--- config.mk ---
export PLATFORM = sky130hd
export DESIGN_NAME = ps2_key_decoder
export DESIGN_NICKNAME = d
export VERILOG_FILES = /design/src/rtl/ps2_key_decoder.sv
export SDC_FILE = /design/constraint.sdc
export NUM_CORES = 1
export LEC_CHECK = 0
export ABC_AREA = 1
export ABC_CLOCK_PERIOD_IN_PS = 2110
export CAP_MARGIN = 20
export CORE_ASPECT_RATIO = 1.5
export CORE_MARGIN = 8
export CORE_UTILIZATION = 25
export CTS_CLUSTER_DIAMETER = 150
export DETAILED_ROUTE_END_ITERATION = 8
export PLACE_DENSITY = 0.4
export RECOVER_POWER = 100
export SKIP_LAST_GASP = 1
export SLEW_MARGIN = 0
export SYNTH_ARGS = -nofsm -noshare
export SYNTH_HDL_FRONTEND = slang
export SYNTH_SLANG_ARGS = --single-unit
--- constraint.sdc ---
create_clock -name clk -period 2.11 [get_ports clk]
set_input_delay 0.5275 -clock clk [delete_from_list [all_inputs] [get_ports clk]]
set_output_delay 0.5275 -clock clk [all_outputs]
set_load 0.02 [all_outputs]
--- src/rtl/ps2_key_decoder.sv ---
// PS/2 keyboard receiver: synchronizes and filters the PS/2 pins, deframes
// 11-bit frames and turns Set-2 make/break codes into held key levels.
module ps2_key_decoder #(
  parameter int FILTER_LEN     = 8,
  parameter int TIMEOUT_CYCLES = 200_000
) (
  input  logic clk,
  input  logic rst,
  input  logic ps2_clk,
  input  logic ps2_data,
  output logic key_space,
  output logic key_right,
  output logic key_left,
  output logic frame_err
);

  localparam int FW = $clog2(FILTER_LEN + 1);
  localparam int TW = $clog2(TIMEOUT_CYCLES + 1);

  typedef enum logic [1:0] {
    IDLE   = 2'd0,
    DATA   = 2'd1,
    PARITY = 2'd2,
    STOP   = 2'd3
  } state_t;

  logic [1:0]    clk_sync;
  logic [1:0]    data_sync;
  logic          clk_filt;
  logic          filt_q;
  logic [FW-1:0] filt_cnt;
  logic          fall;
  logic          fall_bit;

  state_t        state;
  logic [2:0]    bit_cnt;
  logic [7:0]    shreg;
  logic          par;
  logic [TW-1:0] tcnt;
  logic          byte_valid;

  logic          ext;
  logic          brk;

  // Both chains idle high, matching the bus idle level.
  always_ff @(posedge clk) begin
    if (rst) begin
      clk_sync  <= 2'b11;
      data_sync <= 2'b11;
    end else begin
      clk_sync  <= {clk_sync[0], ps2_clk};
      data_sync <= {data_sync[0], ps2_data};
    end
  end

  // The filtered level flips only after FILTER_LEN consecutive differing samples.
  always_ff @(posedge clk) begin
    if (rst) begin
      clk_filt <= 1'b1;
      filt_q   <= 1'b1;
      filt_cnt <= '0;
      fall     <= 1'b0;
      fall_bit <= 1'b1;
    end else begin
      filt_q   <= clk_filt;
      fall     <= filt_q & ~clk_filt;
      fall_bit <= data_sync[1];
      if (clk_sync[1] == clk_filt) begin
        filt_cnt <= '0;
      end else if (filt_cnt == FW'(FILTER_LEN - 1)) begin
        clk_filt <= clk_sync[1];
        filt_cnt <= '0;
      end else begin
        filt_cnt <= filt_cnt + 1'b1;
      end
    end
  end

  // byte_valid and frame_err are single-cycle pulses with no back-pressure:
  // the consumer must take shreg in the cycle byte_valid is high.
  always_ff @(posedge clk) begin
    if (rst) begin
      state      <= IDLE;
      bit_cnt    <= '0;
      shreg      <= '0;
      par        <= 1'b0;
      tcnt       <= '0;
      byte_valid <= 1'b0;
      frame_err  <= 1'b0;
    end else begin
      byte_valid <= 1'b0;
      frame_err  <= 1'b0;
      if (state == IDLE) begin
        tcnt <= '0;
        if (fall && !fall_bit) begin
          state   <= DATA;
          bit_cnt <= '0;
          tcnt    <= TW'(1);
        end
      end else if (fall) begin
        // The strobe cycle itself counts as the first cycle of the timeout.
        tcnt <= TW'(1);
        case (state)
          DATA: begin
            shreg   <= {fall_bit, shreg[7:1]};
            bit_cnt <= bit_cnt + 3'd1;
            if (bit_cnt == 3'd7) state <= PARITY;
          end
          PARITY: begin
            par   <= fall_bit;
            state <= STOP;
          end
          STOP: begin
            if (fall_bit && (^{shreg, par})) byte_valid <= 1'b1;
            else                            frame_err  <= 1'b1;
            state <= IDLE;
          end
          default: state <= IDLE;
        endcase
      end else if (tcnt == TW'(TIMEOUT_CYCLES - 1)) begin
        frame_err <= 1'b1;
        tcnt      <= '0;
        state     <= IDLE;
      end else begin
        tcnt <= tcnt + 1'b1;
      end
    end
  end

  always_ff @(posedge clk) begin
    if (rst) begin
      ext       <= 1'b0;
      brk       <= 1'b0;
      key_space <= 1'b0;
      key_right <= 1'b0;
      key_left  <= 1'b0;
    end else if (frame_err) begin
      ext <= 1'b0;
      brk <= 1'b0;
    end else if (byte_valid) begin
      case (shreg)
        8'hE0: ext <= 1'b1;
        8'hF0: brk <= 1'b1;
        default: begin
          if (shreg == 8'h29 && !ext) key_space <= !brk;
          if (shreg == 8'h74 &&  ext) key_right <= !brk;
          if (shreg == 8'h6B &&  ext) key_left  <= !brk;
          ext <= 1'b0;
          brk <= 1'b0;
        end
      endcase
    end
  end

endmodule

### Yosys cells after proc, flatten, opt, wreduce, memory -nomap -nowiden

Index checks and enable logic that the tools add are counted.

| word-level totals | value |
|---|---|
| bits in registers | 51 |
| input port bits | 4 |
| output and inout port bits | 4 |
| word-level logic and storage cells | 95 |

| cells by class | value |
|---|---|
| add/sub/neg operators | 3 |
| equal/unequal tests | 14 |
| muxes and demuxes | 21 |
| bitwise operators | 10 |
| reductions and logical operators | 28 |

Operators with widths:

| cell | number |
|---|---|
| $mux 18 | 3 |
| $add 18x1->18 const B | 1 |
| $eq 18x18->1 const B | 1 |
| $eq 8x7->1 const B | 2 |
| $eq 8x8->1 const B | 2 |
| $mux 3 | 4 |
| $reduce_and 3->1 | 4 |
| $reduce_and 4->1 | 3 |
| $mux 2 | 5 |
| $not 1->1 | 9 |
| $reduce_xor 9->1 | 1 |
| $eq 8x6->1 const B | 1 |
| $mux 1 | 6 |
| $reduce_and 2->1 | 3 |
| $reduce_or 2->1 | 3 |
| $logic_and 1x1->1 | 5 |
| $add 4x1->4 const B | 1 |
| $eq 2x2->1 const B | 2 |
| $eq 4x3->1 const B | 1 |
| $ne 4x4->1 const B | 1 |
| $pmux 1 s2 | 2 |
| $pmux 2 s2 | 1 |
| $reduce_bool 2->1 | 2 |
| $reduce_or 4->1 | 1 |
| 10 further kinds | 12 |

### Depth between registers and ports, before layout

| depth | value |
|---|---|
| depth after elaboration | 5 |
| mapped depth | 11 |

### Worst setup path before layout

Ideal clock, no wire load.

| timing | value |
|---|---|
| kind | reg2reg |
| start | register tcnt[0] |
| end | register tcnt[14] |
| library setup time | 0.068 ns |
| data arrival time | 1.394 ns |
| required time | 2.042 ns |
| setup slack | 0.648 ns |
| cell stages (with the launch flop) | 9 |
| path buffers | 0 |
| cell sequence | dfxtp_1 ha_1 nand2_2 nor3_4 nand2_2 nor2_4 nand2_1 or2_0 a21oi_2 |

| between the ends | value |
|---|---|
| word-level cells in the longest chain between the ends | 4 |
| elaborated cells on any way between the ends | 5 |
| classes of those cells | add/sub: 1; eq/ne: 1; mux: 3 |

Ends and longest elaborated chain:

| what | line | text |
|---|---|---|
| from (decl) | 39 | `logic [TW-1:0] tcnt;` |
| from (signal assigned) | 125 | `tcnt <= tcnt + 1'b1;` |
| $add 18x1->18 or $eq 18x18->1 (tied branches) | 125, 120 |  |
| $mux 18 * | 120 | `end else if (tcnt == TW'(TIMEOUT_CYCLES - 1)) begin` |
| $mux 18 * | 100 | `end else if (fall) begin` |
| $mux 18 * | 93 | `if (state == IDLE) begin` |

Every way passes the cells marked *; elsewhere a longest branch is shown, timed or not.
A chain may end at the register's enable or synchronous reset.

### Worst setup path after layout

| timing | value |
|---|---|
| start | register frame_err |
| end | output port frame_err |

RTL lines:

| what | line | text |
|---|---|---|
| from (decl) | 14 | `output logic frame_err` |
| from (signal assigned) | 89 | `frame_err <= 1'b0;` |
| from (signal assigned) | 92 | `frame_err <= 1'b0;` |
| from (signal assigned) | 115 | `else frame_err <= 1'b1;` |

No word-level cell between the ends.

==> flow_summary_export.csv <==
group,metric,value,unit
die,start_util,25.7,%
clock_tree,clock_path_buffers,2,
synthesis,ys.flop_type,"dfxtp_1",
worst_setup_path,slowest_delay,0.68,ns
worst_setup_path,path_cells,"dlygate4sd3_1",
power_and_ir_drop,power_frac_seq,48.0,%
synthesis,yosysWarnings,0,
clock_tree,cts_tree,"done",
power_and_ir_drop,netSwitchingFraction,27.5,%
synthesis,yosys.area_share.simple,31.4,%
final_layout,final_nets,347,
power_and_ir_drop,p_sw,0.000582,W
synthesis,synth_compound_area_share,9.14,%
synthesis,synth_cell_types,30,
final_layout,num_antenna_cells,0,
die,dieArea,13000,sq um
final_layout,fin_area,2720,sq um
worst_setup_path,slowest_stage,"dlygate4sd3_1",
global_route,grtUsageTotal,8.84,%
placement,gp_congestion,0.771,
worst_setup_path,cp_top_family,"buffers and inverters",
clock_tree,cts_resized,0,
final_layout,drive_gt1_share,7.44,%
power_and_ir_drop,ir_worst_vdd,0.379,mV
power_and_ir_drop,powerDensity,778,nW/um^2
sta,finalHoldWorstSlack,0.415,ns
final_layout,syn_to_final_growth,14.0,%
worst_setup_path,start_kind,"register",
synthesis,synthMuxAreaShare,0,%
global_route,grt_max_degree,19,
die,ios,8,
route,via_count,1921,
route,viasPerCell,4.29,
route,antenna_left,0,
sta,min_period_over_period,87.6,%
clock_tree,clock_sinks,51,
worst_setup_path,cp_max_fo,3,
power_and_ir_drop,combPwrFrac,12.6,%
sta,setup_viol,0,
worst_setup_path,arrival,1.32,ns
sta,drv_slew,0,
die,rows,43,
route,drc,0,
clock_tree,cts-htree-levels,2,
die,die_x,95.7,microns
clock_tree,clk_pin_slew_worst_paths,0.07,ns
synthesis,synth_fa_ha_area_share,4.20,%
placement,dpl_cell_area,2580,sq um
clock_tree,clk_latency,0.29,ns
synthesis,syn-num-nets,337,
power_and_ir_drop,clkPwrFrac,39.5,%
clock_tree,cts_made_buffers,5,
placement,dpl.hpwl,3.88,mm
sta,fmax,0.541,GHz
sta,fin_skew,0.00533,ns
synthesis,avgSynthCellArea,7.33,sq um
synthesis,synth-edff-count,0,
clock_tree,clockRootBuffer,"clkbuf_16",
placement,io_buffers,7,
power_and_ir_drop,leakage,1.10,nW
worst_setup_path,critPathRequiredTime,1.58,ns
synthesis,syn_area,2380,sq um
final_layout,fillerInstances,1047,
outcome,status,"complete, no violations",
worst_setup_path,end_kind,"output pin",
global_route,gr-total-overflow,0,
synthesis,ys_ff_latch,51,
worst_setup_path,cp_num_buf_inv,1,
route,drt_wl_total,5.09,mm
synthesis,synth_xor_area_share,4.04,%
run,drv_cap,0,
global_route,grt_pass1_wl,8.96,mm
sta,fin_tns_setup,0,ns
synthesis,synth_cells,325,
synthesis,yosysSeqAreaShare,42.9,%
worst_setup_path,critical_path_class,"reg2out",
route,post_drt_wl_per_cell,11.4,microns
sta,min_period,1.85,ns
clock_tree,postCtsSetupRepairBufs,0,
power_and_ir_drop,finalPower,0.00211,W
power_and_ir_drop,p_int,0.00153,W
sta,worstMarginPinSlew,0.375,ns
die,dieHeight,136,microns
route,dr.first_iter.drc_count,59,
route,first_pass_iters,4,
sta,hold_viol_final,0,
die,core,9250,sq um
synthesis,synth_top_family_by_area,"simple AND/OR/NAND/NOR gates",
synthesis,async_flop_share,0,%
global_route,grt_antenna_before_repair,0,
sta,rsz0062_at_grt,"false",
sta,slew_headroom,75.0,%
hold_path,hp-class,"reg2reg",
global_route,grt_pass1_vias,1910,
clock_tree,holdBufCountCts,0,
## cell families (layout without fill, tap and decap cells)
| kind of cell | after synthesis | count (layout) |
|---|---|---|
| AOI/OAI and AO/OA | 40 | 40 |
| xor gates and xnor gates | 11 | 11 |
| adders and majority gates | 8 | 8 |
| buffers and inverters | 50 | 61 |
| DFF | 51 | 51 |
| and+or+nand+nor | 165 | 165 |
## power by group through the flow
stage / registers, W / logic, W / clock network, W
4_1_cts: 0.00101 / 0.000277 / 0.000880
5_1_grt: 0.00102 / 0.000309 / 0.000931
3_5_place_dp: 0.00104 / 0.000276 / 0
6_report: 0.00101 / 0.000265 / 0.000834
2_1_floorplan: 0.00103 / 0.000215 / 0
3_3_place_gp: 0.00104 / 0.000278 / 0
## state kept, by name, summed over array words and instances, names as in the netlist
register and flops:
fall_bit 1, tcnt 18, data_sync 2, state 2
fall 1, bit_cnt 3, ext 1, shreg 8
filt_q 1, brk 1, key_left 1, par 1
clk_sync 2, clk_filt 1, byte_valid 1, filt_cnt 4
key_right 1, key_space 1, frame_err 1
## stage by stage
step / setup WS (ns) / util (%) / instances
after global routing: 0.113 / 29.4 / 448
final: 0.261 / 29.4 / 448
after CTS: 0.304 / 29.5 / 448
after floorplan: 0.648 / - / 325
after global placement: 0.266 / 27.9 / 440
after detailed placement: 0.244 / 27.9 / 440
## path summary, 6_finish.rpt
check | startpoint | end | slack, ns | depth (start not counted)
worst max-delay path | frame_err$_SDFF_PP0_ | frame_err | 0.26 | 1
worst max register to register | state[0]$_SDFFE_PP0P_ | shreg[4]$_SDFFE_PP0P_ | 0.34 | 9
worst min-delay path | data_sync[0]$_SDFF_PP1_ | data_sync[1]$_SDFF_PP1_ | 0.41 | 1
worst min register to register | data_sync[0]$_SDFF_PP1_ | data_sync[1]$_SDFF_PP1_ | 0.41 | 1
## placed cells by master, fill, tap and decap left out, types with 2 or more instances in the layout
| cell | n |
|---|---|
| clkbuf_16 | 5 |
| clkinv_4 | 2 |
| xnor2_1 | 3 |
| ha_1 | 8 |
| nand2_1 | 66 |
| a21oi_1 | 24 |
| nor2_1 | 45 |
| nand3_2 | 2 |
| nand4_1 | 5 |
| or2_0 | 2 |
| nor3b_1 | 2 |
| nor3_1 | 10 |
| xor2_1 | 8 |
| dlygate4sd3_1 | 5 |
| clkdlybuf4s50_1 | 2 |
| clkbuf_2 | 2 |
| o21ai_0 | 11 |
| nand3_1 | 20 |
| or2_2 | 7 |
| inv_1 | 41 |
| dfxtp_1 | 51 |
| nor4_1 | 2 |
## area by class of cell
type,count,area [sq um],share of cell area [%]
inverters,42,158,5.80
repair buffers,11,91.3,3.36
clock buffers,5,125,4.61
flip-flops and latches,51,1020,37.6
multi-input cells,224,1150,42.4
clock inverters,3,28.8,1.06
well taps,112,140,5.16
## Yosys cell counts, types with 3 or more instances
cell / n / share of area (%)
a21oi_1: 23 / 4.8
nand4_1: 5 / 1.3
nand2_1: 64 / 10
o21ai_0: 11 / 2.3
clkbuf_1: 3 / 0.47
nand2_2: 3 / 0.79
xnor2_1: 3 / 1.1
nor3_1: 10 / 2.1
ha_1: 8 / 4.2
buf_2: 4 / 0.84
inv_1: 41 / 6.5
xor2_1: 8 / 2.9
nor2_1: 45 / 7.1
dfxtp_1: 51 / 43
or2_2: 7 / 1.8
nand3_1: 20 / 4.2
## metal layers
metal	GRT usage (%)	wire, microns	up-vias
li1	-	-	1051
met1	8.86	2110	854
met2	16.1	2780	12
met3	2.22	112	4
met4	4.46	78	0
met5	0	0	-
Note: power is estimated with default switching activity, not from simulation.
